[config.mk]
export PLATFORM = sky130hd
export DESIGN_NAME = pc_sequencer
export DESIGN_NICKNAME = d
export VERILOG_FILES = /design/src/rtl/pc_pkg.sv /design/src/rtl/pc_tick_gen.sv /design/src/rtl/pc_sequencer.sv
export SDC_FILE = /design/constraint.sdc
export NUM_CORES = 1
export LEC_CHECK = 0
export ABC_AREA = 1
export CORE_MARGIN = 4
export CORE_UTILIZATION = 40
export CTS_CLUSTER_SIZE = 10
export DETAILED_ROUTE_END_ITERATION = 6
export GPL_TIMING_DRIVEN = 1
export PLACE_DENSITY_LB_ADDON = 0.1
export SYNTH_ARGS = -nofsm -noshare
export SYNTH_HDL_FRONTEND = slang
export SYNTH_SLANG_ARGS = --single-unit
[constraint.sdc]
create_clock -name Clk -period 5.24 [get_ports Clk]
set_input_delay 1.31 -clock Clk [delete_from_list [all_inputs] [get_ports Clk]]
set_output_delay 1.31 -clock Clk [all_outputs]
set_load 0.005 [all_outputs]
[src/rtl/pc_pkg.sv]
// Shared definitions for the program-counter sequencer: next-PC select
// codes, the run/halt state encoding, the default reset address and the
// branch-offset helper.
package pc_pkg;

  typedef enum logic [1:0] {
    NPC_SEQ = 2'b00,
    NPC_BR  = 2'b01,
    NPC_J   = 2'b10,
    NPC_JR  = 2'b11
  } npc_sel_e;

  typedef enum logic {
    ST_RUN  = 1'b0,
    ST_HALT = 1'b1
  } pc_state_e;

  localparam logic [31:0] PC_RESET_ADDR = 32'h0000_0000;

  // Branch word offset: sign-extend and scale to a byte offset.
  function automatic logic [31:0] br_offset(input logic [15:0] imm16);
    return {{14{imm16[15]}}, imm16, 2'b00};
  endfunction

endpackage

[src/rtl/pc_tick_gen.sv]
// Advance-tick divider: counts 0..TICK_DIV-1 and asserts tick for one
// cycle at the terminal count. TICK_DIV=1 gives a tick every cycle.
module pc_tick_gen #(
  parameter int unsigned TICK_DIV = 25_000_000
) (
  input  logic Clk,
  input  logic Rst,
  output logic tick
);

  localparam logic [31:0] LAST_CNT = TICK_DIV - 32'd1;

  logic [31:0] count_q, count_d;

  assign tick = (count_q == LAST_CNT);

  // Wrap to zero at the terminal count, otherwise increment.
  always_comb begin
    count_d = tick ? 32'd0 : count_q + 32'd1;
  end

  // Counter register; reset restarts the tick period from zero.
  always_ff @(posedge Clk) begin
    if (Rst) count_q <= 32'd0;
    else     count_q <= count_d;
  end

endmodule

[src/rtl/pc_sequencer.sv]
// Program-counter sequencer. Advances PC on each update strobe (divided
// tick, or a debounced Step edge when PC_STEP_EN is defined), selecting
// sequential, branch, jump or jump-register targets. A misaligned target
// halts the sequencer with a sticky AlignErr until reset.
// Build option: PC_STEP_EN -- Step rising edge replaces the divided tick.
module pc_sequencer
  import pc_pkg::*;
#(
  parameter logic [31:0] RESET_ADDR = PC_RESET_ADDR,
  parameter int unsigned TICK_DIV   = 25_000_000
) (
  input  logic        Clk,
  input  logic        Rst,
  input  logic        Stall,
  input  logic [1:0]  NPCSel,
  input  logic        BrTaken,
  input  logic [15:0] Imm16,
  input  logic [25:0] Imm26,
  input  logic [31:0] RegAddr,
  input  logic        Step,
  output logic [31:0] PC,
  output logic [31:0] PCPlus4,
  output logic        Valid,
  output logic        AlignErr
);

  logic        strobe;
  logic [31:0] pc_q, pc_d;
  logic        valid_q, valid_d;
  logic        err_q, err_d;
  logic [31:0] next_pc;
  logic        misaligned;
  logic        pc_load, halt_set;
  pc_state_e   state_q, state_d;

`ifdef PC_STEP_EN
  logic step_s1_q, step_s2_q, step_prev_q;

  // Two-flop synchronizer followed by a previous-value flop for edge detect.
  always_ff @(posedge Clk) begin
    if (Rst) begin
      step_s1_q   <= 1'b0;
      step_s2_q   <= 1'b0;
      step_prev_q <= 1'b0;
    end else begin
      step_s1_q   <= Step;
      step_s2_q   <= step_s1_q;
      step_prev_q <= step_s2_q;
    end
  end

  // A held button yields a single strobe on its synchronized rising edge.
  assign strobe = step_s2_q & ~step_prev_q;

  localparam int unsigned UNUSED_TICK_DIV = TICK_DIV;
`else
  pc_tick_gen #(
    .TICK_DIV (TICK_DIV)
  ) u_tick_gen (
    .Clk  (Clk),
    .Rst  (Rst),
    .tick (strobe)
  );

  logic unused_step;
  assign unused_step = Step;
`endif

  assign PCPlus4 = pc_q + 32'd4;

  // Next-PC selection; all arithmetic wraps modulo 2^32.
  always_comb begin
    next_pc = PCPlus4;
    case (npc_sel_e'(NPCSel))
      NPC_SEQ: next_pc = PCPlus4;
      NPC_BR:  next_pc = BrTaken ? (PCPlus4 + br_offset(Imm16)) : PCPlus4;
      NPC_J:   next_pc = {PCPlus4[31:28], Imm26, 2'b00};
      NPC_JR:  next_pc = RegAddr;
      default: next_pc = PCPlus4;
    endcase
  end

  assign misaligned = (next_pc[1:0] != 2'b00);

  // State register.
  always_ff @(posedge Clk) begin
    if (Rst) state_q <= ST_RUN;
    else     state_q <= state_d;
  end

  // Next-state: an update toward a misaligned target halts; HALT is terminal.
  always_comb begin
    state_d = state_q;
    if (state_q == ST_RUN && strobe && !Stall && misaligned) state_d = ST_HALT;
  end

  // FSM outputs: load PC on a clean update, flag the error on a bad one.
  always_comb begin
    pc_load  = 1'b0;
    halt_set = 1'b0;
    if (state_q == ST_RUN && strobe && !Stall) begin
      if (misaligned) halt_set = 1'b1;
      else            pc_load  = 1'b1;
    end
  end

  // Datapath next values: Valid pulses once per load, AlignErr is sticky.
  always_comb begin
    pc_d    = pc_load ? next_pc : pc_q;
    valid_d = pc_load;
    err_d   = err_q | halt_set;
  end

  // PC, Valid and AlignErr registers.
  always_ff @(posedge Clk) begin
    if (Rst) begin
      pc_q    <= RESET_ADDR;
      valid_q <= 1'b0;
      err_q   <= 1'b0;
    end else begin
      pc_q    <= pc_d;
      valid_q <= valid_d;
      err_q   <= err_d;
    end
  end

  assign PC       = pc_q;
  assign Valid    = valid_q;
  assign AlignErr = err_q;

endmodule

==> flow_summary.toml, run 1 <==
[outcome]
status = "complete, no violations"

[place]
dp_hpwl_mm = 19.7
dp_cells = 1446
numPortBuffers = 145
placed_cell_area_sq_mm = 0.00830
gp_congestion = 0.937

[final_layout]
layout-drive-gt1-share = 0.0610
nNetsFinal = 1360
fin_cells = 1462
fill_cells = 1658
areaGrowthSynthToFinish_pct = 29.6
fin_area_sq_mm = 0.00863
diodes = 0

[die]
initial_core_util = 0.413
pin_count = 147
die_x_um = 137
rows = 46
die_area_sq_mm = 0.0188
core_sq_mm = 0.0161
dieHeight_um = 137

[setup_path]
cp_common_cell = "nand2_1"
cp.arrival_ns = 2.87
r2r-end = "PC[27]"
cp_slowest_cell = "clkdlybuf4s50_1"
worst-r2r-cell-count = 19
critical_path.max_stage_delay_ns = 0.51
crit_required_ns = 3.93
cp-end-kind = "primary output"
crit_chain = "ha_1 -> nand2_1 -> nor3_1 -> nand4_1 -> inv_2 -> nand2_1 -> o21ai_1 -> nand2_1 -> inv_1 -> clkdlybuf4s50_1"
r2r_slack_ns = 1.59
cp-start-kind = "flop"
cp_max_fo = 4
path_class = "flop to primary output"
reg2reg_from = "PC[2]"

[clock_tree]
htreeDepth = 3
cts_buffers = 9
cts.path.max_buffers = 2
cts-resized-gates = 0
clkSinkCount = 67
post_cts_buffers = 0
clkTransAtPathRegs_ns = 0.06
clock-root-buffer = "clkbuf_16"
cts_tree = "built"
clk-insertion-delay-late_ns = 0.33
cts_hold_buf = 0

[detailed_routing]
final_antenna_net_count = 0
vias = 7633
drtIter0Drc = 693
drc_errors = 0
wl_per_cell_um = 16.4
wirelength_mm = 24.0
drt-pass1-iter-count = 5
avgViaCountPerCell = 5.22

[grt]
busiest_layer = "met2"
grt_pass1_wl_mm = 37.6
grt_use_met1 = 0.339
use_met3 = 0.0313
grt_usage = 0.257
grt_pass1_vias = 7360
grt-ovfl-total = 0
grt_use_met2 = 0.436
grt_max_degree = 29
antenna_found_initial = 0

[sta]
skew_ns = 0.00640
slew_violations = 0
fmax_ghz = 0.239
setup_viol = 0
rsz0062_at_grt = "no"
worstMarginPinSlew_ns = 0.830
fin_crit_ns = 4.18
min_period_over_period = 0.798
maxSlewHeadroom = 0.445
hold_viol = 0
setup_tns_ns = 0

[logic_synthesis]
synth_cell_type_count = 52
yosysSeqAreaShare = 0.201
yosysTopAreaCell = "dfxtp_1"
synth.area.top_cells = "dfxtp_1 (20%), nand2_1 (16%), inv_1 (8.8%)"
syn_area_sq_mm = 0.00666
syn_avg_cell_area_sq_um = 6.04
synth_top_area_frac = 0.201
synth_nets = 1221
yosys_register_bits = 67
ys_warn_count = 0
synthesis.instances = 1102

[min_path]
hold_path_depth = 1
hp-start = "u_tick_gen.count_q[0]"
hold_path_class = "flop to flop"
hold_end = "u_tick_gen.count_q[0]"

[pwr]
ir_drop_v = 0.000203
power_leakage_nw = 3.76
pwr_density_cell_mw_per_mm2 = 160
power_mw = 1.38

[job]
maxCapViolCount = 0
[cells in the mapped netlist, drive strengths merged]
master   count
and2         3
nand2      292
o21bai       5
o211a        1
or2          6
o311ai       2
o2111ai      2
buf         14
nand4       29
a21oi       89
o21a         3
nor3b        4
o21ai       51
nor2       135
clkinv       2
a21o         2
xor2        30
fa           1
nand3b       8
o31ai        1
a21boi       1
inv        162
dfxtp       67
a221oi       8
xnor2        8
nor3        33
nand3       67
a22o        10
clkbuf       9
a211oi       5
ha          37
o211ai       5
a221o        1
nor4         9
[critical path: cells and delay by family (launching register included)]
kind	cells	cell delay [ns]
AOI/OAI and AO/OA	1	0.12
adders and majority gates	1	0.28
buffers and inverters	3	0.77
DFF	1	0.38
and+or+nand+nor	5	0.98
[how the worst max path moves through the flow]
stage	slack, ns	cells after the start	to	from
finish	1.06	10	PCPlus4[26]	PC[2]
global route	0.83	10	PCPlus4[26]	PC[3]
CTS	1.01	10	PCPlus4[26]	PC[2]
detailed placement	1.02	13	PC[22]	Imm16[15]
global placement	1.04	13	PC[22]	Imm16[15]
floorplan	2.24	13	PC[26]	Imm16[0]
[layout by cell type, fill, tap and decap left out, types with 7 or more instances in the layout]
cell	instances
nand2_1	288
inv_1	156
clkdlybuf4s50_1	145
nor2_1	119
a21oi_1	85
dfxtp_1	67
nand3_1	65
o21ai_0	42
ha_1	37
xor2_1	30
nor3_1	29
nand4_1	26
nor2_2	13
a22o_1	10
o21ai_1	9
clkbuf_16	9
nand3b_1	8
xnor2_1	8
a221oi_1	8
nor4_1	7
[sequential cells by signal, indices dropped and copies added, names as in the netlist]
signal,flops
Valid,1
AlignErr,1
PC,32
u_tick_gen.count_q,32
state_q,1
[where the power goes]
| group | leakage (nW) | internal [mW] | switching (mW) | total (mW) |
|---|---|---|---|---|
| logic | 3.05 | 0.0970 | 0.115 | 0.212 |
| registers | 0.540 | 0.512 | 0.00115 | 0.513 |
| clock network | 0.165 | 0.440 | 0.220 | 0.659 |
| total | 3.76 | 1.05 | 0.336 | 1.38 |
[cell families (layout without fill, tap and decap cells)]
| logic type | count (synthesis) | in the layout | synth area share |
|---|---|---|---|
| AND/OR/NAND/NOR | 586 | 586 | 0.396 |
| adder cells (fa/ha/maj) | 38 | 38 | 0.0725 |
| buffers and inverters | 187 | 331 | 0.112 |
| XOR/XNOR | 38 | 38 | 0.0500 |
| AO/OA/AOI/OAI | 186 | 186 | 0.168 |
| flip-flops | 67 | 67 | 0.201 |
[metal layers]
| layer | vias up | part of all wire | wire [um] |
|---|---|---|---|
| li1 | 3902 | - | - |
| met1 | 3468 | 0.45 | 10700 |
| met2 | 219 | 0.47 | 11300 |
| met3 | 44 | 0.057 | 1380 |
| met4 | 0 | 0.025 | 608 |
| met5 | - | 0 | 0 |
[per-stage QoR]
stage | util | setup WS (ns) | hold WS [ns]
floorplan | - | 2.24 | 0.418
global placement | 0.515 | 1.04 | 0.430
detailed placement | 0.515 | 1.02 | 0.440
CTS | 0.535 | 1.01 | 0.450
global route | 0.535 | 0.825 | 0.483
finish | 0.535 | 1.06 | 0.446
[cell type report]
| type | instances | area, sq um | share of cell area |
|---|---|---|---|
| well taps | 216 | 270 | 0.0313 |
| multi-input cells | 848 | 4580 | 0.530 |
| inverters | 164 | 617 | 0.0715 |
| clock buffers | 11 | 253 | 0.0293 |
| repair buffers | 151 | 1500 | 0.173 |
| clock inverters | 5 | 75.1 | 0.00870 |
| flip-flops and latches | 67 | 1340 | 0.155 |
Power figures use the tool's default switching activity.
==> run 2: changes to the inputs <==
==> constraint.sdc (replaced) <==
create_clock -name Clk -period 4.4 [get_ports Clk]
set_input_delay 1.1 -clock Clk [delete_from_list [all_inputs] [get_ports Clk]]
set_output_delay 1.1 -clock Clk [all_outputs]
set_load 0.005 [all_outputs]
==> run 2 against run 1 <==
Clock power is 28% higher. Clock skew is 0.00089 ns lower. Combinational power is 20% higher. Utilization is 0.38 points higher. Largest cell class unchanged. Sequential cell count stayed put. Critical path type unchanged. Die area stayed put. Cell count is 0.34% higher. Global-route usage is 0.46 points lower. Sequential share of layout area is 0.11 points lower. Non-clock buffer count is 5 higher.
==> flow_summary.toml, run 2 (same netlist as run 1, synthesis figures left out) <==
[outcome]
status = "complete, no violations"

[die]
dieHeight_um = 137
core_sq_mm = 0.0161
rows = 46
pin_count = 147
die_x_um = 137
initial_core_util = 0.413
die_area_sq_mm = 0.0188

[detailed_routing]
wirelength_mm = 24.0
final_antenna_net_count = 0
vias = 7590
avgViaCountPerCell = 5.17
drtIter0Drc = 695
drt-pass1-iter-count = 5
drc_errors = 0
wl_per_cell_um = 16.3

[final_layout]
final_util = 0.539
layout_commonest_cell = "nand2_1"
areaGrowthSynthToFinish_pct = 30.5
multi_input_area_sq_mm = 0.00458
diodes = 0
layout-drive-gt1-share = 0.0647
regArea_sq_mm = 0.00134
fill_cells = 1649
nNetsFinal = 1365
final_cell_mix = "nand2_1 (288), inv_1 (156), clkdlybuf4s50_1 (145)"
fin_cells = 1467
fin_area_sq_mm = 0.00869

[clock_tree]
cts-resized-gates = 0
cts_tree = "built"
clock-root-buffer = "clkbuf_16"
cts.path.max_buffers = 2
clk-insertion-delay-late_ns = 0.34
htreeDepth = 3
clkTransAtPathRegs_ns = 0.06
post_cts_buffers = 0
clkSinkCount = 67
cts_buffers = 9
cts_hold_buf = 0

[grt]
grt_pass1_wl_mm = 36.7
grt_usage = 0.252
grt-ovfl-total = 0
grt_max_degree = 29
antenna_found_initial = 0
grt_pass1_vias = 7054

[pwr]
p_int_mw = 1.29
power_leakage_nw = 3.78
pwr_density_cell_mw_per_mm2 = 197
clockPowerShare = 0.494
swShare = 0.243
p_seq_frac = 0.357
p_sw_uw = 415
ir_drop_v = 0.000241
power_mw = 1.71
pwr-share-comb = 0.149

[min_path]
hold_path_class = "flop to flop"

[place]
dp_cells = 1451
post-place-ws_ns = 0.626
placed_cell_area_sq_mm = 0.00834
dp_hpwl_mm = 19.8
gp_congestion = 0.968
numPortBuffers = 145

[sta]
fin_crit_ns = 3.90
skew_ns = 0.00552
setup_viol = 0
setup_slack_ns = 0.500
min_period_over_period = 0.886
fmax_ghz = 0.256
holdWs_ns = 0.446
hold_viol = 0
slew_violations = 0
rsz0062_at_grt = "no"
setup_tns_ns = 0
maxSlewHeadroom = 0.515
worstMarginPinSlew_ns = 0.725

[setup_path]
cp-start-kind = "flop"
cp-end-kind = "primary output"
crit_required_ns = 3.30
cp_max_fo = 4
cp.arrival_ns = 2.80
path_class = "flop to primary output"

[job]
maxCapViolCount = 0
==> run 2: cell count changes in the layout (fill, tap and decap cells not counted), sizes merged <==
cell / before / now
buf: 6 / 11
clkinv: 5 / 2
clkinvlp: 0 / 3
bufinv: 2 / 3
clkbuf: 11 / 10
==> run 2: area by class of cell <==
| cell class | count | share of cell area |
|---|---|---|
| Inverter | 164 | 0.0710 |
| Multi-Input combinational cell | 848 | 0.527 |
| Timing Repair Buffer | 156 | 0.177 |
| Clock inverter | 6 | 0.0130 |
| Tap cell | 216 | 0.0311 |
| Sequential cell | 67 | 0.154 |
| Clock buffer | 10 | 0.0275 |
==> run 2: worst paths after layout <==
check	from	to	slack (ns)	cells past startpoint
worst min-delay path	u_tick_gen.count_q[0]	u_tick_gen.count_q[0]	0.45	1
worst min register to register	u_tick_gen.count_q[0]	u_tick_gen.count_q[0]	0.45	1
worst max register to register	PC[2]	PC[26]	0.71	18
worst max-delay path	PC[2]	PCPlus4[12]	0.50	7
==> run 2: routing by layer <==
| layer | up-vias | GRT usage | wire [um] |
|---|---|---|---|
| li1 | 3913 | - | - |
| met1 | 3403 | 0.329 | 10300 |
| met2 | 242 | 0.427 | 11300 |
| met3 | 32 | 0.0401 | 1780 |
| met4 | 0 | 0.0771 | 529 |
| met5 | - | 0 | 0 |
==> run 2: power groups by stage <==
| stage | Combinational (mW) | Sequential, mW | Clock (mW) |
|---|---|---|---|
| 2_1_floorplan | 0.125 | 0.623 | 0 |
| 5_1_grt | 0.276 | 0.611 | 0.887 |
| 4_1_cts | 0.251 | 0.610 | 0.868 |
| 3_3_place_gp | 0.249 | 0.624 | 0 |
| 6_report | 0.254 | 0.610 | 0.845 |
| 3_5_place_dp | 0.249 | 0.624 | 0 |
==> run 2: worst max-delay path, cell delays in order (launching register included) <==
cell             delay, ns
dfxtp_1               0.40
ha_1                  0.28
nand2_1               0.12
nor2_1                0.23
nand2_1               0.14
nor2_2                0.16
xor2_1                0.51
clkdlybuf4s50_1       0.62
